<file path="src/rtl/i2c_byte_sequencer_if.sv">
// i2c_byte_sequencer_if: command, response, pad and shift-register bundle.
// master = the sequencer, slave = front end / pads / shift register.
interface i2c_byte_sequencer_if #(
   parameter int DATA_WIDTH     = 8,
   parameter int PRESCALE_WIDTH = 16
);
   logic [PRESCALE_WIDTH-1:0] i_prescale;
   logic                      i_cmd_valid;
   logic                      o_cmd_ready;
   logic [1:0]                i_cmd;
   logic                      i_cmd_ack_en;
   logic [DATA_WIDTH-1:0]     i_tx_data;
   logic                      o_rsp_valid;
   logic                      o_rsp_err;
   logic [DATA_WIDTH-1:0]     o_rx_data;
   logic                      o_ack_received;
   logic                      o_busy;
   logic                      o_bus_owned;
   logic                      o_scl_oe;
   logic                      o_sda_oe;
   logic                      i_sda_in;
   logic                      o_sr_load;
   logic [DATA_WIDTH-1:0]     o_sr_parallel_in;
   logic                      o_sr_shift_en;
   logic                      o_sr_rw_mode;
   logic                      o_sr_ack_en;
   logic                      i_sr_serial_out;
   logic [DATA_WIDTH-1:0]     i_sr_parallel_out;

   modport master (
      input  i_prescale, i_cmd_valid, i_cmd, i_cmd_ack_en, i_tx_data,
      input  i_sda_in, i_sr_serial_out, i_sr_parallel_out,
      output o_cmd_ready, o_rsp_valid, o_rsp_err, o_rx_data,
      output o_ack_received, o_busy, o_bus_owned, o_scl_oe, o_sda_oe,
      output o_sr_load, o_sr_parallel_in, o_sr_shift_en,
      output o_sr_rw_mode, o_sr_ack_en
   );

   modport slave (
      output i_prescale, i_cmd_valid, i_cmd, i_cmd_ack_en, i_tx_data,
      output i_sda_in, i_sr_serial_out, i_sr_parallel_out,
      input  o_cmd_ready, o_rsp_valid, o_rsp_err, o_rx_data,
      input  o_ack_received, o_busy, o_bus_owned, o_scl_oe, o_sda_oe,
      input  o_sr_load, o_sr_parallel_in, o_sr_shift_en,
      input  o_sr_rw_mode, o_sr_ack_en
   );
endinterface

</file>
<file path="src/rtl/i2c_byte_sequencer.sv">
// i2c_byte_sequencer: command-driven I2C master bit-timing controller.
// Sequences START/STOP/byte transfers and the byte shift-register strobes.
module i2c_byte_sequencer #(
   parameter int DATA_WIDTH     = 8,
   parameter int PRESCALE_WIDTH = 16
) (
   input logic                  i_sys_clk,
   input logic                  i_rst,
   i2c_byte_sequencer_if.master bus
);

   localparam logic [1:0] CMD_START = 2'd0;
   localparam logic [1:0] CMD_WRITE = 2'd1;
   localparam logic [1:0] CMD_READ  = 2'd2;
   localparam logic [1:0] CMD_STOP  = 2'd3;

   typedef enum logic [2:0] {
      S_IDLE, S_START, S_PREP, S_DATA, S_ACK, S_STOP, S_RESP
   } state_t;

   state_t                    state_q, state_d;
   logic [1:0]                cmd_q, cmd_d;
   logic [PRESCALE_WIDTH-1:0] presc_q, presc_d;
   logic [PRESCALE_WIDTH-1:0] qcnt_q, qcnt_d;
   logic [1:0]                qph_q, qph_d;
   logic [2:0]                bit_q, bit_d;
   logic [1:0]                prep_q, prep_d;
   logic [DATA_WIDTH-1:0]     tx_q, tx_d;
   logic                      ack_en_q, ack_en_d;
   logic                      sda_bit_q, sda_bit_d;
   logic                      ack_smp_q, ack_smp_d;
   logic                      owned_q, owned_d;
   logic                      hold_sda_q, hold_sda_d;
   logic                      rsp_err_q, rsp_err_d;
   logic [DATA_WIDTH-1:0]     rx_q, rx_d;
   logic                      ack_rx_q, ack_rx_d;

   logic qend, phase_first, bit_end, is_read;
   logic scl_oe, sda_oe, sr_load, sr_shift;

   assign qend        = (qcnt_q == presc_q);
   assign phase_first = (qcnt_q == '0) && (qph_q == 2'd0);
   assign bit_end     = qend && (qph_q == 2'd3);
   assign is_read     = (cmd_q == CMD_READ);

   // Next-state: command accept, quarter/bit counting, response capture
   always_comb begin
      state_d    = state_q;
      cmd_d      = cmd_q;
      presc_d    = presc_q;
      qcnt_d     = qcnt_q;
      qph_d      = qph_q;
      bit_d      = bit_q;
      prep_d     = prep_q;
      tx_d       = tx_q;
      ack_en_d   = ack_en_q;
      sda_bit_d  = sda_bit_q;
      ack_smp_d  = ack_smp_q;
      owned_d    = owned_q;
      hold_sda_d = hold_sda_q;
      rsp_err_d  = rsp_err_q;
      rx_d       = rx_q;
      ack_rx_d   = ack_rx_q;
      if (state_q inside {S_START, S_STOP, S_DATA, S_ACK}) begin
         qcnt_d = qend ? '0 : qcnt_q + 1'b1;
         if (qend) qph_d = qph_q + 2'd1;
      end
      unique case (state_q)
         S_IDLE: begin
            if (bus.i_cmd_valid) begin
               cmd_d    = bus.i_cmd;
               presc_d  = bus.i_prescale;
               tx_d     = bus.i_tx_data;
               ack_en_d = bus.i_cmd_ack_en;
               qcnt_d   = '0;
               qph_d    = 2'd0;
               bit_d    = 3'd0;
               prep_d   = 2'd0;
               case (bus.i_cmd)
                  CMD_START: state_d = S_START;
                  CMD_STOP:  state_d = owned_q ? S_STOP : S_RESP;
                  default:   state_d = owned_q ? S_PREP : S_RESP;
               endcase
               // Anything but START needs an owned bus
               if (bus.i_cmd != CMD_START && !owned_q) begin
                  rsp_err_d = 1'b1;
                  ack_rx_d  = 1'b0;
               end
            end
         end
         S_START: begin
            if (bit_end) begin
               state_d    = S_RESP;
               owned_d    = 1'b1;
               hold_sda_d = 1'b1;
               rsp_err_d  = 1'b0;
               ack_rx_d   = 1'b0;
            end
         end
         S_STOP: begin
            if (bit_end) begin
               state_d    = S_RESP;
               owned_d    = 1'b0;
               hold_sda_d = 1'b0;
               rsp_err_d  = 1'b0;
               ack_rx_d   = 1'b0;
            end
         end
         S_PREP: begin
            prep_d = prep_q + 2'd1;
            if (prep_q == 2'd2) state_d = S_DATA;
         end
         S_DATA: begin
            if (phase_first) sda_bit_d = ~bus.i_sr_serial_out;
            if (bit_end) begin
               bit_d = bit_q + 3'd1;
               if (bit_q == 3'd7) state_d = S_ACK;
            end
         end
         S_ACK: begin
            if (qend && qph_q == 2'd2) ack_smp_d = ~bus.i_sda_in;
            if (bit_end) begin
               state_d    = S_RESP;
               hold_sda_d = 1'b0;
               rsp_err_d  = 1'b0;
               ack_rx_d   = (cmd_q == CMD_WRITE) ? ack_smp_q : 1'b0;
               if (is_read) rx_d = bus.i_sr_parallel_out;
            end
         end
         S_RESP:  state_d = S_IDLE;
         default: state_d = S_IDLE;
      endcase
   end

   // Line drive and strobes decoded from state and quarter phase
   always_comb begin
      scl_oe   = owned_q;
      sda_oe   = hold_sda_q;
      sr_load  = 1'b0;
      sr_shift = 1'b0;
      unique case (state_q)
         S_START: begin
            scl_oe = (qph_q == 2'd0) || (qph_q == 2'd3);
            sda_oe = qph_q[1];
         end
         S_STOP: begin
            scl_oe = (qph_q == 2'd0);
            sda_oe = ~qph_q[1];
         end
         S_PREP: sr_load = (prep_q == 2'd0);
         S_DATA: begin
            scl_oe   = ~qph_q[1];
            sda_oe   = is_read ? 1'b0 :
                       (phase_first ? ~bus.i_sr_serial_out : sda_bit_q);
            sr_shift = qend && (qph_q == 2'd2);
         end
         S_ACK: begin
            scl_oe   = ~qph_q[1];
            sda_oe   = is_read & ack_en_q;
            sr_shift = phase_first;
         end
         default: ;
      endcase
   end

   // State and datapath registers
   always_ff @(posedge i_sys_clk or posedge i_rst) begin
      if (i_rst) begin
         state_q    <= S_IDLE;
         cmd_q      <= 2'd0;
         presc_q    <= '0;
         qcnt_q     <= '0;
         qph_q      <= 2'd0;
         bit_q      <= 3'd0;
         prep_q     <= 2'd0;
         tx_q       <= '0;
         ack_en_q   <= 1'b0;
         sda_bit_q  <= 1'b0;
         ack_smp_q  <= 1'b0;
         owned_q    <= 1'b0;
         hold_sda_q <= 1'b0;
         rsp_err_q  <= 1'b0;
         rx_q       <= '0;
         ack_rx_q   <= 1'b0;
      end else begin
         state_q    <= state_d;
         cmd_q      <= cmd_d;
         presc_q    <= presc_d;
         qcnt_q     <= qcnt_d;
         qph_q      <= qph_d;
         bit_q      <= bit_d;
         prep_q     <= prep_d;
         tx_q       <= tx_d;
         ack_en_q   <= ack_en_d;
         sda_bit_q  <= sda_bit_d;
         ack_smp_q  <= ack_smp_d;
         owned_q    <= owned_d;
         hold_sda_q <= hold_sda_d;
         rsp_err_q  <= rsp_err_d;
         rx_q       <= rx_d;
         ack_rx_q   <= ack_rx_d;
      end
   end

   assign bus.o_cmd_ready      = (state_q == S_IDLE) && !i_rst;
   assign bus.o_rsp_valid      = (state_q == S_RESP);
   assign bus.o_rsp_err        = rsp_err_q;
   assign bus.o_rx_data        = rx_q;
   assign bus.o_ack_received   = ack_rx_q;
   assign bus.o_busy           = (state_q != S_IDLE);
   assign bus.o_bus_owned      = owned_q;
   assign bus.o_scl_oe         = scl_oe;
   assign bus.o_sda_oe         = sda_oe;
   assign bus.o_sr_load        = sr_load;
   assign bus.o_sr_parallel_in = tx_q;
   assign bus.o_sr_shift_en    = sr_shift;
   assign bus.o_sr_rw_mode     = is_read &&
                                 (state_q inside {S_PREP, S_DATA, S_ACK});
   assign bus.o_sr_ack_en      = ack_en_q;

endmodule

</file>
<file path="src/flat_wrapper.sv">
// flat-port wrapper written by rule: the top's interface ports become plain ports
module i2c_byte_sequencer_flat 
#(
   parameter int DATA_WIDTH     = 8,
   parameter int PRESCALE_WIDTH = 16
)
  (i_sys_clk, i_rst, bus_i_prescale, bus_i_cmd_valid, bus_i_cmd, bus_i_cmd_ack_en, bus_i_tx_data, bus_i_sda_in, bus_i_sr_serial_out, bus_i_sr_parallel_out, bus_o_cmd_ready, bus_o_rsp_valid, bus_o_rsp_err, bus_o_rx_data, bus_o_ack_received, bus_o_busy, bus_o_bus_owned, bus_o_scl_oe, bus_o_sda_oe, bus_o_sr_load, bus_o_sr_parallel_in, bus_o_sr_shift_en, bus_o_sr_rw_mode, bus_o_sr_ack_en);
  i2c_byte_sequencer_if #(.DATA_WIDTH(DATA_WIDTH), .PRESCALE_WIDTH(PRESCALE_WIDTH)) bus_i ();
  input logic i_sys_clk;
  input logic i_rst;
  input wire logic [$bits(bus_i.i_prescale)-1:0] bus_i_prescale;
  input wire logic [$bits(bus_i.i_cmd_valid)-1:0] bus_i_cmd_valid;
  input wire logic [$bits(bus_i.i_cmd)-1:0] bus_i_cmd;
  input wire logic [$bits(bus_i.i_cmd_ack_en)-1:0] bus_i_cmd_ack_en;
  input wire logic [$bits(bus_i.i_tx_data)-1:0] bus_i_tx_data;
  input wire logic [$bits(bus_i.i_sda_in)-1:0] bus_i_sda_in;
  input wire logic [$bits(bus_i.i_sr_serial_out)-1:0] bus_i_sr_serial_out;
  input wire logic [$bits(bus_i.i_sr_parallel_out)-1:0] bus_i_sr_parallel_out;
  output wire logic [$bits(bus_i.o_cmd_ready)-1:0] bus_o_cmd_ready;
  output wire logic [$bits(bus_i.o_rsp_valid)-1:0] bus_o_rsp_valid;
  output wire logic [$bits(bus_i.o_rsp_err)-1:0] bus_o_rsp_err;
  output wire logic [$bits(bus_i.o_rx_data)-1:0] bus_o_rx_data;
  output wire logic [$bits(bus_i.o_ack_received)-1:0] bus_o_ack_received;
  output wire logic [$bits(bus_i.o_busy)-1:0] bus_o_busy;
  output wire logic [$bits(bus_i.o_bus_owned)-1:0] bus_o_bus_owned;
  output wire logic [$bits(bus_i.o_scl_oe)-1:0] bus_o_scl_oe;
  output wire logic [$bits(bus_i.o_sda_oe)-1:0] bus_o_sda_oe;
  output wire logic [$bits(bus_i.o_sr_load)-1:0] bus_o_sr_load;
  output wire logic [$bits(bus_i.o_sr_parallel_in)-1:0] bus_o_sr_parallel_in;
  output wire logic [$bits(bus_i.o_sr_shift_en)-1:0] bus_o_sr_shift_en;
  output wire logic [$bits(bus_i.o_sr_rw_mode)-1:0] bus_o_sr_rw_mode;
  output wire logic [$bits(bus_i.o_sr_ack_en)-1:0] bus_o_sr_ack_en;
  assign bus_i.i_prescale = bus_i_prescale;
  assign bus_i.i_cmd_valid = bus_i_cmd_valid;
  assign bus_i.i_cmd = bus_i_cmd;
  assign bus_i.i_cmd_ack_en = bus_i_cmd_ack_en;
  assign bus_i.i_tx_data = bus_i_tx_data;
  assign bus_i.i_sda_in = bus_i_sda_in;
  assign bus_i.i_sr_serial_out = bus_i_sr_serial_out;
  assign bus_i.i_sr_parallel_out = bus_i_sr_parallel_out;
  assign bus_o_cmd_ready = bus_i.o_cmd_ready;
  assign bus_o_rsp_valid = bus_i.o_rsp_valid;
  assign bus_o_rsp_err = bus_i.o_rsp_err;
  assign bus_o_rx_data = bus_i.o_rx_data;
  assign bus_o_ack_received = bus_i.o_ack_received;
  assign bus_o_busy = bus_i.o_busy;
  assign bus_o_bus_owned = bus_i.o_bus_owned;
  assign bus_o_scl_oe = bus_i.o_scl_oe;
  assign bus_o_sda_oe = bus_i.o_sda_oe;
  assign bus_o_sr_load = bus_i.o_sr_load;
  assign bus_o_sr_parallel_in = bus_i.o_sr_parallel_in;
  assign bus_o_sr_shift_en = bus_i.o_sr_shift_en;
  assign bus_o_sr_rw_mode = bus_i.o_sr_rw_mode;
  assign bus_o_sr_ack_en = bus_i.o_sr_ack_en;
  i2c_byte_sequencer #(.DATA_WIDTH(DATA_WIDTH), .PRESCALE_WIDTH(PRESCALE_WIDTH)) u_core (.i_sys_clk(i_sys_clk), .i_rst(i_rst), .bus(bus_i));
endmodule
</file>
<file path="config.mk">
export PLATFORM = sky130hd
export DESIGN_NAME = i2c_byte_sequencer_flat
export DESIGN_NICKNAME = d
export VERILOG_FILES = /design/src/rtl/i2c_byte_sequencer_if.sv /design/src/rtl/i2c_byte_sequencer.sv /design/src/flat_wrapper.sv
export SDC_FILE = /design/constraint.sdc
export NUM_CORES = 1
export LEC_CHECK = 0
export CELL_PAD_IN_SITES_DETAIL_PLACEMENT = 2
export CELL_PAD_IN_SITES_GLOBAL_PLACEMENT = 2
export CORE_AREA = 2 2 108 110
export CTS_BUF_LIST = sky130_fd_sc_hd__clkbuf_4 sky130_fd_sc_hd__clkbuf_8
export DETAILED_ROUTE_END_ITERATION = 10
export DIE_AREA = 0 0 110 112
export GPL_ROUTABILITY_DRIVEN = 0
export PLACE_DENSITY_LB_ADDON = 0.1
export SLEW_MARGIN = 10
export SYNTH_ARGS = -nofsm -noshare
export SYNTH_HDL_FRONTEND = slang
export SYNTH_SLANG_ARGS = --single-unit
</file>
<file path="constraint.sdc">
create_clock -name i_sys_clk -period 2.88 [get_ports i_sys_clk]
set_clock_uncertainty 0.1 [all_clocks]
set_input_delay 0.288 -clock i_sys_clk [delete_from_list [all_inputs] [get_ports i_sys_clk]]
set_output_delay 0.288 -clock i_sys_clk [all_outputs]
set_load 0.02 [all_outputs]
</file>
; Word level (Yosys, flattened, before mapping)
; Cells that the tools add are included.
[word_totals]
ff_bits = 67
inputBits = 40
wordCells = 127
[op_classes]
n_reduce_logical = 38
n_eq_ne = 25
addsub = 4
mux = 40
bitwise = 4
[ops]
columns = op, n
row1 = $mux W16, 4
row2 = $mux W3, 8
row3 = $ne A2 B1 Y1 const B, 9
row4 = $add A16 B1 Y16 const B, 1
row5 = $eq A16 B16 Y1, 1
row6 = $logic_not A16 Y1, 1
row7 = $eq A3 B3 Y1 const B, 4
row8 = $mux W2, 6
row9 = $pmux W3 S2, 2
row10 = $pmux W3 S4, 1
row11 = $reduce_and A3 Y1, 4
row12 = $reduce_bool A2 Y1, 6
row13 = $mux W1, 11
row14 = $eq A2 B2 Y1 const B, 5
row15 = $reduce_and A5 Y1, 2
row16 = $reduce_bool A3 Y1, 3
row17 = $pmux W1 S2, 4
row18 = $eq A3 B2 Y1 const B, 2
row19 = $logic_and A1 B1 Y1, 6
row20 = $logic_not A2 Y1, 3
row21 = $pmux W1 S3, 2
row22 = $reduce_and A2 Y1, 3
row23 = $reduce_or A2 Y1, 3
row24 = $add A2 B1 Y2 const B, 2
row25 = other kinds (14), 18

; Longest topological paths before layout
; Gate-level depths: netlist of run 1.
[logic_depth]
depth_word = 5
ltp_mapped = 7
mapped_depth_nobuf = 7

; Worst setup path after synthesis of run 1
; No wires, ideal clock.
[synth_timing]
path_kind = register to output
start = register u_core.qph_q[1]
end = output port bus_o_sda_oe
path_stages_with_launch = 8
t_arrival_ns = 1.806
path_buffers = 0
required_time_ns = 2.492
path_slack_ns = 0.686
path_cell_list = dfrtp_1 -> inv_1 -> ha_1 -> nor4b_1 -> nand4_1 -> or2_2 -> a211oi_1 -> o32a_1
[synth_between]
elab_chain_len = 5
elab_cells_between_ends = 6
classes_between = mux: 3 / bitwise: 1 / reduce/logical: 2
[synth_lines]
columns = item, line
row1 = from (decl), i2c_byte_sequencer.sv:25  ; logic [1:0] qph_q, qph_d;
row2 = from (signal assigned), i2c_byte_sequencer.sv:190  ; qph_q <= qph_d;
row3 = $logic_not A2 Y1, i2c_byte_sequencer.sv:42  ; assign phase_first = (qcnt_q == '0) && (qph_q == 2'd0);
row4 = $logic_and A1 B1 Y1, i2c_byte_sequencer.sv:42
row5 = $mux W1, i2c_byte_sequencer.sv:154  ; (phase_first ? ~bus.i_sr_serial_out : sda_bit_q);
row6 = $mux W1, i2c_byte_sequencer.sv:153  ; sda_oe = is_read ? 1'b0 :
row7 = $pmux W1 S4 *, i2c_byte_sequencer.sv:141  ; unique case (state_q)
row8 = to (decl), flat_wrapper.sv:27  ; output wire logic [$bits(bus_i.o_sda_oe)-1:0] bus_o_sda_oe;
; Every way passes the cells marked *; elsewhere a longest branch is shown, timed or not.

; Worst setup path in the final report of run 1
[layout_timing]
start = register u_core.qcnt_q[4]
end = output port bus_o_sda_oe
[layout_between]
elab_chain_len = 5
[layout_lines]
columns = item, line
row1 = from (decl), i2c_byte_sequencer.sv:24  ; logic [PRESCALE_WIDTH-1:0] qcnt_q, qcnt_d;
row2 = from (signal assigned), i2c_byte_sequencer.sv:189  ; qcnt_q <= qcnt_d;
row3 = $logic_not A16 Y1, i2c_byte_sequencer.sv:42
row4 = $logic_and A1 B1 Y1, i2c_byte_sequencer.sv:42
row5 = $mux W1, i2c_byte_sequencer.sv:154
row6 = $mux W1, i2c_byte_sequencer.sv:153
row7 = $pmux W1 S4, i2c_byte_sequencer.sv:141
; No other way between the ends.

==> results.sh, run 1 <==
export IMPL_p_total_w=0.00375
export IMPL_post_drt_wl_per_cell_microns=17.6
export IMPL_cp_required_ns=2.49
export IMPL_route_top_layer_used="met4"
export IMPL_seqCellArea_sq_um=1680
export IMPL_post_route_period_util=0.954
export IMPL_wl_met1_microns=4650
export IMPL_layout_filler_cells=1241
export IMPL_drc=0
export IMPL_period_needed_ns=2.75
export IMPL_path_delay_family="simple AND/OR/NAND/NOR gates"
export IMPL_grt_overflow_total=0
export IMPL_stdcell_area_sq_um=4770
export IMPL_ys_warnings_count=0
export IMPL_vdd_ir_drop_max_mv=0.309
export IMPL_dpl_instance_area_sq_um=4540
export IMPL_finalHoldViolCount=0
export IMPL_cell_type_with_the_largest_total_area_after_synthesis="dfrtp_1"
export IMPL_global_route_usage_total=0.194
export IMPL_routed_wl_met3_microns=222
export IMPL_antenna_cells=0
export IMPL_dpl_cells=601
export IMPL_coreArea_sq_um=11200
export IMPL_reg2reg_slack_ns=0.48
export IMPL_crit_path_top_delay_cell="dfrtp_1"
export IMPL_floorplan_initialDensity=0.321
export IMPL_cts_num_sinks=67
export IMPL_first_global_vias=3513
export IMPL_synth_yosys_seq_area_share=0.467
export IMPL_flow_area_growth_from_synthesis_pct=32.8
export IMPL_worstSetupEndpointType="primary output"
export IMPL_multi_input_area_sq_um=1780
export IMPL_vias=3068
export IMPL_worst_slew_margin_rel=0.421
export IMPL_detail_route_vias_per_cell=4.97
export IMPL_timing_critical_path_from_type="flip-flop"
export IMPL_core_rowCount=39
export IMPL_synth_largest_type_area_fraction=0.467
export IMPL_outcome="finished clean"
export IMPL_die_height_microns=112
export IMPL_synth_flop_cell="dfrtp_1"
export IMPL_die_area_sq_um=12300
export IMPL_critical_path_reg2reg_startpoint="u_core.qcnt_q[11]$_DFF_PP0_"
export IMPL_p_leak_nw=2.25
export IMPL_cts_root_buf="clkbuf_8"
export IMPL_worst_path_buf_inv=2
export IMPL_grt_setup_unrepaired="false"
export IMPL_synth_area_per_cell_sq_um=9.35
export IMPL_timing_final_max_slew_violations=0
export IMPL_timing_hold_worst_class="input pin to asynchronous set/reset pin"
export IMPL_critical_path_max_stage_delay_ns=0.45
export IMPL_clock_insertion_delay_worst_skew_ns=0.35
export IMPL_ctsLongestPathBuffers=2
export IMPL_power_per_cell_area_nw_per_um2=786
export IMPL_criticalPathCategory="flip-flop to primary output"
export IMPL_share_of_post_route_cells_with_drive_strength_above_1=0.137
export IMPL_cts_reportedPaths_clkPinSlew_ns=0.07
export IMPL_drt_iter0_markers=91
export IMPL_post_synth_main_area_contributors="dfrtp_1, nand2_1, xor2_1"
export IMPL_dr_wl_met2_microns=5790
export IMPL_synth_fp_nets=435
export IMPL_grt_max_degree=43
export IMPL_synth_most_common_cell="nand2_1"
export IMPL_dr_pass1_iters=4
export IMPL_crit_reg2reg_capture="u_core.bus.o_rx_data[3]$_DFFE_PP0P_"
export IMPL_port_buffers=67
export IMPL_cts_htree_levels=3
export IMPL_mappedNetlistArea_sq_um=3590
export IMPL_worstPathCellList="nor4_1 -> nand4_1 -> buf_4 -> nand2_1 -> a211oi_2 -> o32a_1 -> clkdlybuf4s15_2"
export IMPL_synth_edf_count=0
export IMPL_fin_cells=617
export IMPL_ys_ff_latch=67
export IMPL_setup_total_neg_slack_ns=0
export IMPL_io_pin_count=68
export IMPL_synth_top_cells_by_count="nand2_1, dfrtp_1, nor2_1, inv_1, xor2_1"
export IMPL_asyncSetResetFlopFracSynth=1.00
export IMPL_syn_instance_count=384
export IMPL_critical_path_max_fanout=6
export IMPL_antenna_found_initial=0
export IMPL_tightest_slew_ns=0.860
export IMPL_cts_tree="built"
export IMPL_number_of_cts_inserted_buffers=9
export IMPL_grt_first_pass_wirelength_microns=18100
export IMPL_number_of_nets_still_failing_antenna_checks_after_routing=0
export IMPL_final_nets=521
export IMPL_wirelength_microns=10900
export IMPL_timing_critical_path_arrival_ns=2.36
export IMPL_fp_dieW_microns=110
export IMPL_synth_cell_types=50
export IMPL_cp_startpoint="u_core.qcnt_q[4]$_DFF_PP0_"
export IMPL_post_dp_hpwl_microns=7920
export IMPL_timing_fmax_mhz=364
export IMPL_setup_violations=0
export IMPL_max_cap_violations=0
export IMPL_reg2regPathDepth=7
==> final cells by class <==
| class | instances | area share |
|---|---|---|
| sequential | 67 | 0.352 |
| clock inverter | 3 | 0.00840 |
| clock buffer | 12 | 0.0307 |
| tap | 143 | 0.0375 |
| timing repair buffer | 92 | 0.183 |
| inverter | 20 | 0.0158 |
| multi-input combinational | 280 | 0.373 |
==> worst register-to-register path: stages (launching register included) <==
cell and delay (ns):
dfrtp_1 0.40, buf_4 0.17, xor2_1 0.17, nor4_4 0.36, and4_1 0.28, buf_4 0.19, nand4_4 0.24, mux2_4 0.37
==> routing by layer <==
| layer | vias up | global-route usage |
|---|---|---|
| met5 | - | 0 |
| met4 | 0 | 0.0751 |
| met3 | 15 | 0.0228 |
| met2 | 39 | 0.348 |
| met1 | 1563 | 0.233 |
| li1 | 1451 | - |
==> sequential cells by signal, summed over array words and instances (netlist names) <==
register	flops
u_core.bus.o_sr_ack_en	1
u_core.bus.o_ack_received	1
u_core.ack_smp_q	1
u_core.cmd_q	2
u_core.presc_q	16
u_core.bus.o_bus_owned	1
u_core.bus.o_rx_data	8
u_core.bus.o_rsp_err	1
u_core.hold_sda_q	1
u_core.sda_bit_q	1
u_core.qcnt_q	16
u_core.qph_q	2
u_core.state_q	3
u_core.bus.o_sr_parallel_in	8
u_core.bit_q	3
u_core.prep_q	2
==> report_power, final <==
group          internal, W  switching [W]  total (W)
logic             0.000708       0.000853    0.00156
registers          0.00119       0.000204    0.00140
clock network     0.000422       0.000365   0.000787
total              0.00232        0.00142    0.00375
==> kinds of logic after synthesis <==
logic type / share of synthesized area
compound gates: 0.0823
fa+ha+maj: 0.0383
mux: 0.0558
xor+xnor: 0.0753
flops: 0.467
buf+inv: 0.0457
simple gates: 0.236
==> worst max path at each step <==
stage / endpoint / cells after the start
6_report: bus_o_sda_oe / 7
5_1_grt: bus_o_sda_oe / 7
4_1_cts: bus_o_sda_oe / 8
3_5_place_dp: bus_o_sda_oe / 8
3_3_place_gp: bus_o_sda_oe / 8
2_1_floorplan: bus_o_sda_oe / 7
==> placed cells by master (no fill, tap or decap), drive strengths merged, types with 3 or more instances in the layout <==
cell type,n
nand2,100
dfrtp,67
clkdlybuf4s50,65
nor2,27
buf,25
inv,20
xor2,19
o21ai,16
a21oi,13
clkbuf,12
xnor2,11
ha,11
nand3,9
nor3,9
mux2,8
mux2i,8
nor4,8
nand4,5
and4,3
nor2b,3
o21a,3
==> metrics by stage <==
stage	utilization	hold WS (ns)	setup WS [ns]
finish	0.426	0.268	0.132
global route	0.426	0.318	0.000558
CTS	0.424	0.292	0.0203
detailed placement	0.407	0.371	0.00234
global placement	0.407	0.359	0.0862
floorplan	-	0.278	0.686
==> timing repair <==
item / 4_1_cts / 5_1_grt
cloned: 0 / 0
resized for setup: 5 / 5
hold buffers: 0 / 0
setup endpoints to repair: 2 / 1
buffers inserted: 0 / 1
Note: power is estimated with default switching activity, not from simulation.
==> inputs of run 2 (changes only) <==
Settings changed: CAP_MARGIN set to 20, GPL_TIMING_DRIVEN set to 1, HOLD_SLACK_MARGIN set to 0.02.
==> results of run 2 <==
No change in the layout: final DEF, timing and power equal those of run 1.
==> inputs of run 3 (changes only) <==
Settings changed: CTS_CLUSTER_DIAMETER set to 30.
==> results of run 3 <==
No change in the layout: final DEF, timing and power equal those of run 1.
